--- src/rtl/router_pkt_tx_if.sv ---
// router_pkt_tx_if: request, payload-source and router-bus signals of the packet transmitter
interface router_pkt_tx_if;
    logic        start;
    logic [1:0]  addr;
    logic [5:0]  len;
    logic        corrupt;
    logic [7:0]  pay_data;
    logic        pay_rd;
    logic        busy;
    logic        err;
    logic [7:0]  data;
    logic        pktvalid;
    logic        ready;
    logic        done;
    logic        addr_err;
    logic [15:0] pkt_cnt;
    logic [7:0]  err_cnt;

    modport master (
        input  start, addr, len, corrupt, pay_data, busy, err,
        output pay_rd, data, pktvalid, ready, done, addr_err, pkt_cnt, err_cnt
    );

    modport slave (
        output start, addr, len, corrupt, pay_data, busy, err,
        input  pay_rd, data, pktvalid, ready, done, addr_err, pkt_cnt, err_cnt
    );
endinterface

--- src/rtl/router_pkt_tx.sv ---
// router_pkt_tx: frames header/payload/parity onto the router input bus; ROUTER_PKT_TX_CORRUPT_EN enables parity inversion
module router_pkt_tx #(
    parameter int MAXLEN = 63
) (
    input logic            clk,
    input logic            reset,
    router_pkt_tx_if.master bus
);
    typedef enum logic [1:0] {IDLE, HEADER, PAYLOAD, PARITY} state_t;

    localparam logic [6:0] MAX7 = 7'(MAXLEN);

    state_t     state;
    logic [5:0] rem;
    logic [7:0] par;
    logic       inv;
    logic       err_q;
    logic [5:0] len_c;

    assign len_c     = ({1'b0, bus.len} > MAX7) ? MAX7[5:0] : bus.len;
    assign bus.ready = state == IDLE;

    // packet framing FSM; every byte advance waits for busy=0
    always_ff @(posedge clk) begin
        if (reset) begin
            state        <= IDLE;
            bus.data     <= '0;
            bus.pktvalid <= 1'b0;
            bus.pay_rd   <= 1'b0;
            bus.done     <= 1'b0;
            bus.addr_err <= 1'b0;
            bus.pkt_cnt  <= '0;
            rem          <= '0;
            par          <= '0;
            inv          <= 1'b0;
        end else begin
            bus.pay_rd   <= 1'b0;
            bus.done     <= 1'b0;
            bus.addr_err <= 1'b0;
            case (state)
                IDLE: begin
                    if (bus.start) begin
                        if (bus.addr == 2'd3) begin
                            bus.addr_err <= 1'b1;
                        end else begin
                            rem          <= len_c;
                            bus.data     <= {len_c, bus.addr};
                            par          <= {len_c, bus.addr};
                            bus.pktvalid <= 1'b1;
`ifdef ROUTER_PKT_TX_CORRUPT_EN
                            inv          <= bus.corrupt;
`else
                            inv          <= 1'b0;
`endif
                            state        <= HEADER;
                        end
                    end
                end
                HEADER, PAYLOAD: begin
                    if (!bus.busy) begin
                        if (rem != 6'd0) begin
                            bus.data   <= bus.pay_data;
                            bus.pay_rd <= 1'b1;
                            par        <= par ^ bus.pay_data;
                            rem        <= rem - 6'd1;
                            state      <= PAYLOAD;
                        end else begin
                            bus.data     <= par ^ {8{inv}};
                            bus.pktvalid <= 1'b0;
                            state        <= PARITY;
                        end
                    end
                end
                default: begin
                    if (!bus.busy) begin
                        bus.data    <= '0;
                        bus.done    <= 1'b1;
                        bus.pkt_cnt <= bus.pkt_cnt + 16'd1;
                        state       <= IDLE;
                    end
                end
            endcase
        end
    end

    // saturating count of err rising edges; an err already high through reset is not an edge
    always_ff @(posedge clk) begin
        err_q <= bus.err;
        if (reset)
            bus.err_cnt <= '0;
        else if (bus.err && !err_q && bus.err_cnt != 8'hFF)
            bus.err_cnt <= bus.err_cnt + 8'd1;
    end
endmodule

--- src/flat_wrapper.sv ---
// flat-port wrapper written by rule: the top's interface ports become plain ports
module router_pkt_tx_flat 
#(
    parameter int MAXLEN = 63
)
  (clk, reset, bus_start, bus_addr, bus_len, bus_corrupt, bus_pay_data, bus_busy, bus_err, bus_pay_rd, bus_data, bus_pktvalid, bus_ready, bus_done, bus_addr_err, bus_pkt_cnt, bus_err_cnt);
  router_pkt_tx_if bus_i ();
  input logic clk;
  input logic reset;
  input wire logic [$bits(bus_i.start)-1:0] bus_start;
  input wire logic [$bits(bus_i.addr)-1:0] bus_addr;
  input wire logic [$bits(bus_i.len)-1:0] bus_len;
  input wire logic [$bits(bus_i.corrupt)-1:0] bus_corrupt;
  input wire logic [$bits(bus_i.pay_data)-1:0] bus_pay_data;
  input wire logic [$bits(bus_i.busy)-1:0] bus_busy;
  input wire logic [$bits(bus_i.err)-1:0] bus_err;
  output wire logic [$bits(bus_i.pay_rd)-1:0] bus_pay_rd;
  output wire logic [$bits(bus_i.data)-1:0] bus_data;
  output wire logic [$bits(bus_i.pktvalid)-1:0] bus_pktvalid;
  output wire logic [$bits(bus_i.ready)-1:0] bus_ready;
  output wire logic [$bits(bus_i.done)-1:0] bus_done;
  output wire logic [$bits(bus_i.addr_err)-1:0] bus_addr_err;
  output wire logic [$bits(bus_i.pkt_cnt)-1:0] bus_pkt_cnt;
  output wire logic [$bits(bus_i.err_cnt)-1:0] bus_err_cnt;
  assign bus_i.start = bus_start;
  assign bus_i.addr = bus_addr;
  assign bus_i.len = bus_len;
  assign bus_i.corrupt = bus_corrupt;
  assign bus_i.pay_data = bus_pay_data;
  assign bus_i.busy = bus_busy;
  assign bus_i.err = bus_err;
  assign bus_pay_rd = bus_i.pay_rd;
  assign bus_data = bus_i.data;
  assign bus_pktvalid = bus_i.pktvalid;
  assign bus_ready = bus_i.ready;
  assign bus_done = bus_i.done;
  assign bus_addr_err = bus_i.addr_err;
  assign bus_pkt_cnt = bus_i.pkt_cnt;
  assign bus_err_cnt = bus_i.err_cnt;
  router_pkt_tx #(.MAXLEN(MAXLEN)) u_core (.clk(clk), .reset(reset), .bus(bus_i));
endmodule
--- config.mk ---
export PLATFORM = sky130hd
export DESIGN_NAME = router_pkt_tx_flat
export DESIGN_NICKNAME = d
export VERILOG_FILES = /design/src/rtl/router_pkt_tx_if.sv /design/src/rtl/router_pkt_tx.sv /design/src/flat_wrapper.sv
export SDC_FILE = /design/constraint.sdc
export NUM_CORES = 1
export LEC_CHECK = 0
export CAP_MARGIN = 15
export CORE_ASPECT_RATIO = 1.1
export CORE_MARGIN = 1
export CORE_UTILIZATION = 50
export DETAILED_ROUTE_END_ITERATION = 8
export HOLD_SLACK_MARGIN = 0.12
export PLACE_DENSITY = 0.83
export SKIP_LAST_GASP = 1
export SLEW_MARGIN = 20
export SYNTH_ARGS = -nofsm -noshare
export SYNTH_HDL_FRONTEND = slang
export SYNTH_SLANG_ARGS = --single-unit
export TNS_END_PERCENT = 5
--- constraint.sdc ---
create_clock -name clk -period 5 [get_ports clk]
set_clock_uncertainty 0.15 [all_clocks]
set_input_delay 0.75 -clock clk [delete_from_list [all_inputs] [get_ports clk]]
set_output_delay 0.75 -clock clk [all_outputs]
set_load 0.02 [all_outputs]
Yosys cells after proc, flatten, opt, wreduce, memory -nomap -nowiden
Index checks and enable logic that the tools add are counted.
{ "word_totals": {"reg_bits": 53, "latch_bits": 0, "mem_bits_rw": 0, "romBits": 0, "input_bits": 22, "output_inout_bits": 37, "mem_count": 0} }
{ "op_classes": {"n_addsub": 3, "mul": 0, "n_div": 0, "n_lt_le_gt_ge": 0, "eq_ne": 10, "n_shift": 0, "n_mux": 28, "bitwise_logic": 6, "n_reduce_logical": 15} }
{ "ops": {"columns": ["operator", "n"], "rows": [
  ["$mux 8", 7],
  ["$pmux 8 s2", 2],
  ["$mux 6", 4],
  ["$add 16x1->16 const B", 1],
  ["$pmux 6 s2", 1],
  ["$reduce_and 5->1", 2],
  ["$reduce_or 3->1", 3],
  ["$add 8x1->8 const B", 1],
  ["$mux 1", 8],
  ["$mux 2", 4],
  ["$ne 2x2->1 const B", 4],
  ["$ne 8x8->1 const B", 1],
  ["$xor 8x8->8", 1],
  ["$reduce_bool 6->1", 1],
  ["$sub 6x1->6 const B", 1],
  ["$not 1->1", 5],
  ["$eq 2x2->1 const B", 2],
  ["$ne 2x1->1 const B", 2],
  ["$pmux 2 s2", 1],
  ["$reduce_and 4->1", 1],
  ["$reduce_or 4->1", 1],
  ["$eq 2x1->1 const B", 1],
  ["$logic_and 1x1->1", 2],
  ["$logic_not 2->1", 1],
  ["5 further kinds", 5]
]} }

Logic depth before layout (Yosys ltp)
{ "depth": {"depth_word": 4, "depth_mapped": 8, "ltp_nobuf": 6} }

Least setup slack after synthesis
OpenSTA, ideal clock, no wires.
{ "synth_path": {"kind": "input to register", "from": "input bus_start", "to": "register u_core.par[4]", "arrival_ns": 1.683, "required_ns": 4.711, "slack_ns": 3.028, "cell_stages": 5, "n_path_buf": 1, "path_cell_list": "a21bo_2 a21o_2 nor3_4 buf_6 o221ai_1"} }
{ "synth_via": {"elab_chain_cells": 2} }
{ "synth_lines": {"columns": ["item", "line_no", "source"], "rows": [
  ["start: declaration", "flat_wrapper.sv:10", "input wire logic [$bits(bus_i.start)-1:0] bus_start;"],
  ["$ne 2x2->1 (no source line)", null, null],
  ["$reduce_and 5->1 (no source line)", null, null],
  ["end signal: assignment", "router_pkt_tx.sv:48", "par <= {len_c, bus.addr};"],
  ["end signal: assignment", "router_pkt_tx.sv:64", "par <= par ^ bus.pay_data;"],
  ["end: declaration", "router_pkt_tx.sv:15", "logic [7:0] par;"]
]} }
No other way between the ends.
A chain may end at the register's enable or synchronous reset.

Final worst setup path
{ "layout_path": {"from": "register u_core.state[1]", "to": "register u_core.par[0]"} }
{ "layout_via": {"elab_chain_cells": 4} }
{ "layout_lines": {"columns": ["item", "line_no", "source"], "rows": [
  ["start: declaration", "router_pkt_tx.sv:13", "state_t state;"],
  ["start signal: assignment", "router_pkt_tx.sv:26", "state <= IDLE;"],
  ["start signal: assignment", "router_pkt_tx.sv:55", "state <= HEADER;"],
  ["start signal: assignment", "router_pkt_tx.sv:66", "state <= PAYLOAD;"],
  ["$eq 2x1->1 / $eq 2x2->1 (equally long branches)", "router_pkt_tx.sv:40", "case (state)"],
  ["$reduce_or 2->1", "router_pkt_tx.sv:40", null],
  ["$ne 2x1->1 (no source line), or another cell as far along", null, null],
  ["$reduce_and 5->1 (no source line)", null, null]
]} }
Parallel ways exist; a longest one is shown, timed or not.

==> impl_metrics.env <==
export IMPL_first_pass_iters=5
export IMPL_min_period_ns=3.12
export IMPL_drc_errors=0
export IMPL_grt_pass1_vias=2403
export IMPL_nNetsFinal=395
export IMPL_setup_viol=0
export IMPL_ys_seq_area_share_pct=37.6
export IMPL_maxSlewHeadroom_pct=30.6
export IMPL_maxCapViolCount=0
export IMPL_hold_ws_ns=0.321
export IMPL_grt_antenna_before_repair=0
export IMPL_cpPeakStageDelay_ns=0.97
export IMPL_via_count=2627
export IMPL_cts_repair_resized=0
export IMPL_critical_path_depth=6
export IMPL_cts_sinks=53
export IMPL_crit_arrival_ns=3.17
export IMPL_synthTopCellsByArea="dfxtp_1, nand2_1, nor2_1, a222oi_1, a31oi_1"
export IMPL_rsz0062_at_grt="false"
export IMPL_ir_worst_vdd_mv=0.308
export IMPL_postCtsSetupRepairBufs=0
export IMPL_fmax_mhz=320
export IMPL_grt_start_max_net_pins=58
export IMPL_p_int_uw=1040
export IMPL_async_flop_share_pct=0
export IMPL_dp_cells=435
export IMPL_utilization_pct=65.3
export IMPL_p_seq_share_pct=33.7
export IMPL_hp_class="flop to flop"
export IMPL_syn_inst=320
export IMPL_dominantRegCellSynth="dfxtp_1"
export IMPL_power_density_mw_per_mm2=510
export IMPL_synth_top_area_share_pct=37.6
export IMPL_grt_pass1_wl_um=10800
export IMPL_drive_gt1_share_pct=8.15
export IMPL_sw_frac_of_total_pct=41.9
export IMPL_rows=28
export IMPL_place_congestion=0.797
export IMPL_numCtsBuffers=5
export IMPL_clk_pin_slew_ns=0.10
export IMPL_die_w_um=73.7
export IMPL_cpMaxStageDelayCell="ha_1"
export IMPL_worstSkewPairLatency_ns=0.31
export IMPL_critical_path_class="flop to flop"
export IMPL_detail_route_iter0_violations=168
export IMPL_postCtsHoldBufs=0
export IMPL_antenna_cells=0
export IMPL_p_sw_uw=752
export IMPL_wl_per_cell_um=14.3
export IMPL_critPathRequiredTime_ns=5.05
export IMPL_die_h_um=80.8
export IMPL_track_usage_pct=23.2
export IMPL_synth_seq_cells=53
export IMPL_path_buf_inv=1
export IMPL_drt_total_wl_um=6330
export IMPL_clkPwrFrac_pct=16.6
export IMPL_cts_path_max_buffers=2
export IMPL_fin_cells=443
export IMPL_overflow=0
export IMPL_via_per_inst=5.93
export IMPL_place_hpwl_um=4290
export IMPL_end_kind="flop"
export IMPL_synth_avg_cell_area_um2=8.83
export IMPL_nFillCells=482
export IMPL_synth_edf_count=0
export IMPL_cts_tree="yes"
export IMPL_setup_tns_ns=0
export IMPL_io_buffer_count=57
export IMPL_holdPathStages=1
export IMPL_ys_types=62
export IMPL_yosysWarnings=0
export IMPL_finalPower_uw=1800
export IMPL_hold_violations=0
export IMPL_core_area_mm2=0.00540
export IMPL_postRouteAntennaNets=0
export IMPL_start_kind="flop"
export IMPL_cts_root_buf="clkbuf_8"
export IMPL_critPathMaxFanout=41
export IMPL_die_area_mm2=0.00596
export IMPL_slew_violations=0
export IMPL_yosysTopAreaCell="dfxtp_1"
export IMPL_crit_chain="inv_1 -> ha_1 -> nor3b_2 -> and2_1 -> nor3_4 -> o311ai_0"
export IMPL_period_share_pct=62.4
export IMPL_tightest_slew_ns=1.04
export IMPL_syn2layout_area_growth_pct=24.6
export IMPL_power_frac_comb_pct=49.8
export IMPL_initial_core_util_pct=52.4
export IMPL_path_delay_family="simple AND/OR/NAND/NOR gates"
export IMPL_io_pins=59
export IMPL_synthesis_nets=348
export IMPL_leakagePower_uw=0.00120
export IMPL_netlist_area_mm2=0.00283
export IMPL_htree_levels=2
export IMPL_r2r_cells=6
export IMPL_status="completed"
stage by stage:
step	cell area (µm²)	setup WS, ns
2_1_floorplan	2830	3.03
6_report	3520	1.88
4_1_cts	3520	1.85
5_1_grt	3520	1.59
3_5_place_dp	3410	1.82
3_3_place_gp	3410	1.89
registers in the layout, summed over array words and instances (netlist names):
name	flops
u_core.par	8
u_core.bus.pktvalid	1
u_core.bus.data	8
u_core.bus.addr_err	1
u_core.bus.done	1
u_core.bus.err_cnt	8
u_core.rem	6
u_core.bus.pkt_cnt	16
u_core.state	2
u_core.err_q	1
u_core.bus.pay_rd	1
cells in the final DEF (no fill, tap or decap), types with 7 or more instances in the layout:
master | synthesis | layout
nor2_1 | 26 | 26
a31oi_1 | 12 | 12
nor3_1 | 8 | 8
xor2_1 | 8 | 8
a222oi_1 | 8 | 8
and4_1 | 7 | 7
dfxtp_1 | 53 | 53
a21oi_1 | 14 | 14
nand2b_1 | 8 | 8
clkdlybuf4s50_1 | 0 | 56
nand2_1 | 26 | 26
nand3_1 | 13 | 13
inv_1 | 14 | 14
o2bb2ai_1 | 8 | 8
cell families after synthesis:
family,count (synthesis),share of synthesized area (%)
xor gates and xnor gates,12,3.72
adders and majority gates,6,2.66
and+or+nand+nor,135,28.1
buffers and inverters,34,5.45
AOI/OAI and AO/OA,75,20.6
DFF,53,37.6
muxes,5,1.86
final timing paths:
check                      from                  to  slack (ns)
max reg2reg     u_core.state[1]       u_core.par[0]        1.88
max             u_core.state[1]       u_core.par[0]        1.88
min          u_core.bus.data[7]  u_core.bus.data[7]        0.32
min reg2reg  u_core.bus.data[7]  u_core.bus.data[7]        0.32
power by group through the flow:
stage | clock network (µW) | registers, µW | logic [µW]
after CTS | 304 | 603 | 902
after detailed placement | 0 | 611 | 900
after floorplan | 0 | 643 | 627
after global placement | 0 | 609 | 879
final | 297 | 605 | 894
after global routing | 321 | 619 | 985
metal layers:
layer	vias to the layer above	global-route usage, %	part of all wire, %
met5	-	0	0
met4	0	9.23	1.1
met3	5	4.22	4.1
met2	71	41.6	51
met1	1254	27.1	44
li1	1297	-	-
cell usage after synthesis (3+ instances only):
master	number
clkbuf_1	9
nand3_1	13
nor4_1	3
nand2b_1	8
o221ai_1	4
o2bb2ai_1	8
and4_1	7
mux2i_1	3
ha_1	6
and2_1	4
inv_1	14
and3_1	5
nand2_1	26
xor2_1	8
dfxtp_1	53
o311ai_0	4
nor3_1	8
buf_2	6
nor3b_1	5
o31ai_1	6
nor4bb_1	3
a31oi_1	12
nand4_1	5
a222oi_1	8
nor2_1	26
xnor2_1	4
a21oi_1	14
nor2b_1	3
or4_1	4
final cells by class:
| type | count | area [µm²] | share of cell area [%] |
|---|---|---|---|
| multi-input cells | 233 | 1610 | 45.7 |
| flip-flops and latches | 53 | 1060 | 30.1 |
| repair buffers | 60 | 588 | 16.7 |
| well taps | 75 | 93.8 | 2.67 |
| clock buffers | 5 | 68.8 | 1.95 |
| inverters | 14 | 52.6 | 1.49 |
| clock inverters | 3 | 46.3 | 1.31 |
(Power assumes the default switching activity.)
==> RTL change (same settings) <==
Reset style: asynchronous (`reset`), changed in one clocked block.
--- a/src/rtl/router_pkt_tx.sv
+++ b/src/rtl/router_pkt_tx.sv
@@ -21,7 +21,7 @@
     assign bus.ready = state == IDLE;
 
     // packet framing FSM; every byte advance waits for busy=0
-    always_ff @(posedge clk) begin
+    always_ff @(posedge clk or posedge reset) begin
         if (reset) begin
             state        <= IDLE;
             bus.data     <= '0;
Behaviour: differs if reset is asserted again (counterexample within 4 cycles, from zero or initial values and one cycle with reset high); with reset held inactive, the same outputs for 10 cycles.
==> RTL change against the original RTL <==
Sequential cell count did not move. Area after synthesis fell by 5.4%. Final area decreased by 4.5%. Largest cell class is now sequential cells. Core utilization is 1.1 points higher. Largest power group unchanged. Wire length is 0.76% higher. Highest routed layer unchanged. Power decreased by 2.4%. Global-route usage is 0.63 points higher. Worst setup slack gained 0.19 ns.
==> RTL change: results (changes against the original RTL) <==
status: "finished clean"
synth_mux_area_share_pct: 1.22  # -0.64 points
clkCellAreaFrac_pct: 2.57  # -0.70 points
critPathMaxFanout: 34  # -17%
num-nonclk-buffers: 59  # -1.7%
multi_input_area_mm2: 0.00128  # -21%
wl_met2_um: 3020  # -6.2%
use_met2_pct: 38.1  # -3.4 points
dr_wl_met3_um: 451  # +75%
bufAreaShareNonClock_pct: 17.4  # +0.72 points
placed_cell_area_mm2: 0.00327  # -3.9%
post-place-ws_ns: 2.14  # +0.321 ns
nWellTaps: 58  # -23%
nNonClkInverters: 15  # +1
grt_pass1_wl_um: 10600  # -1.8%
track_usage_pct: 23.8  # +0.63 points
synth-compound-area-share_pct: 21.3  # +0.67 points
synthTopCellsByCount: "dfrtp_1 (44), nand2_1 (20), inv_1 (15), o21ai_0 (15), a21oi_1 (14)"
drive_gt1_share_pct: 4.85  # -3.3 points
drt-total-wl_um: 6370  # +0.76%
first_pass_iters: 6  # +1
power_switching_share_pct: 41.9  # +0.047 points
route.vias.total: 2369  # -9.8%
tightest_slew_ns: 0.946  # -0.0952 ns
place_congestion: 0.809  # +1.5%
cellLeakagePower_nw: 1.37  # +14%
[RTL change: cell types whose count changed in the layout (fill, tap and decap cells not counted), sizes merged, moves of 6 or more]
cell	change
a211oi	+9
dfrtp	+44
and4	-7
nand2	-6
a31oi	-6
nor3b	-7
o311ai	-6
nor2	-12
o21ai	+13
dfxtp	-44
[RTL change: power groups by stage]
| stage | sequential (mW) | clock [mW] | combinational (mW) |
|---|---|---|---|
| global placement | 0.655 | 0 | 0.828 |
| finish | 0.655 | 0.236 | 0.862 |
| CTS | 0.652 | 0.243 | 0.854 |
| detailed placement | 0.659 | 0 | 0.848 |
| floorplan | 0.702 | 0 | 0.538 |
| global route | 0.671 | 0.264 | 0.942 |
[RTL change: critical path, stage by stage (launching register included)]
cell	delay [ns]
dfrtp_1	0.39
inv_1	0.06
ha_1	0.91
nand2b_1	0.21
nor2_2	0.57
nor2_1	0.27
o211a_1	0.27
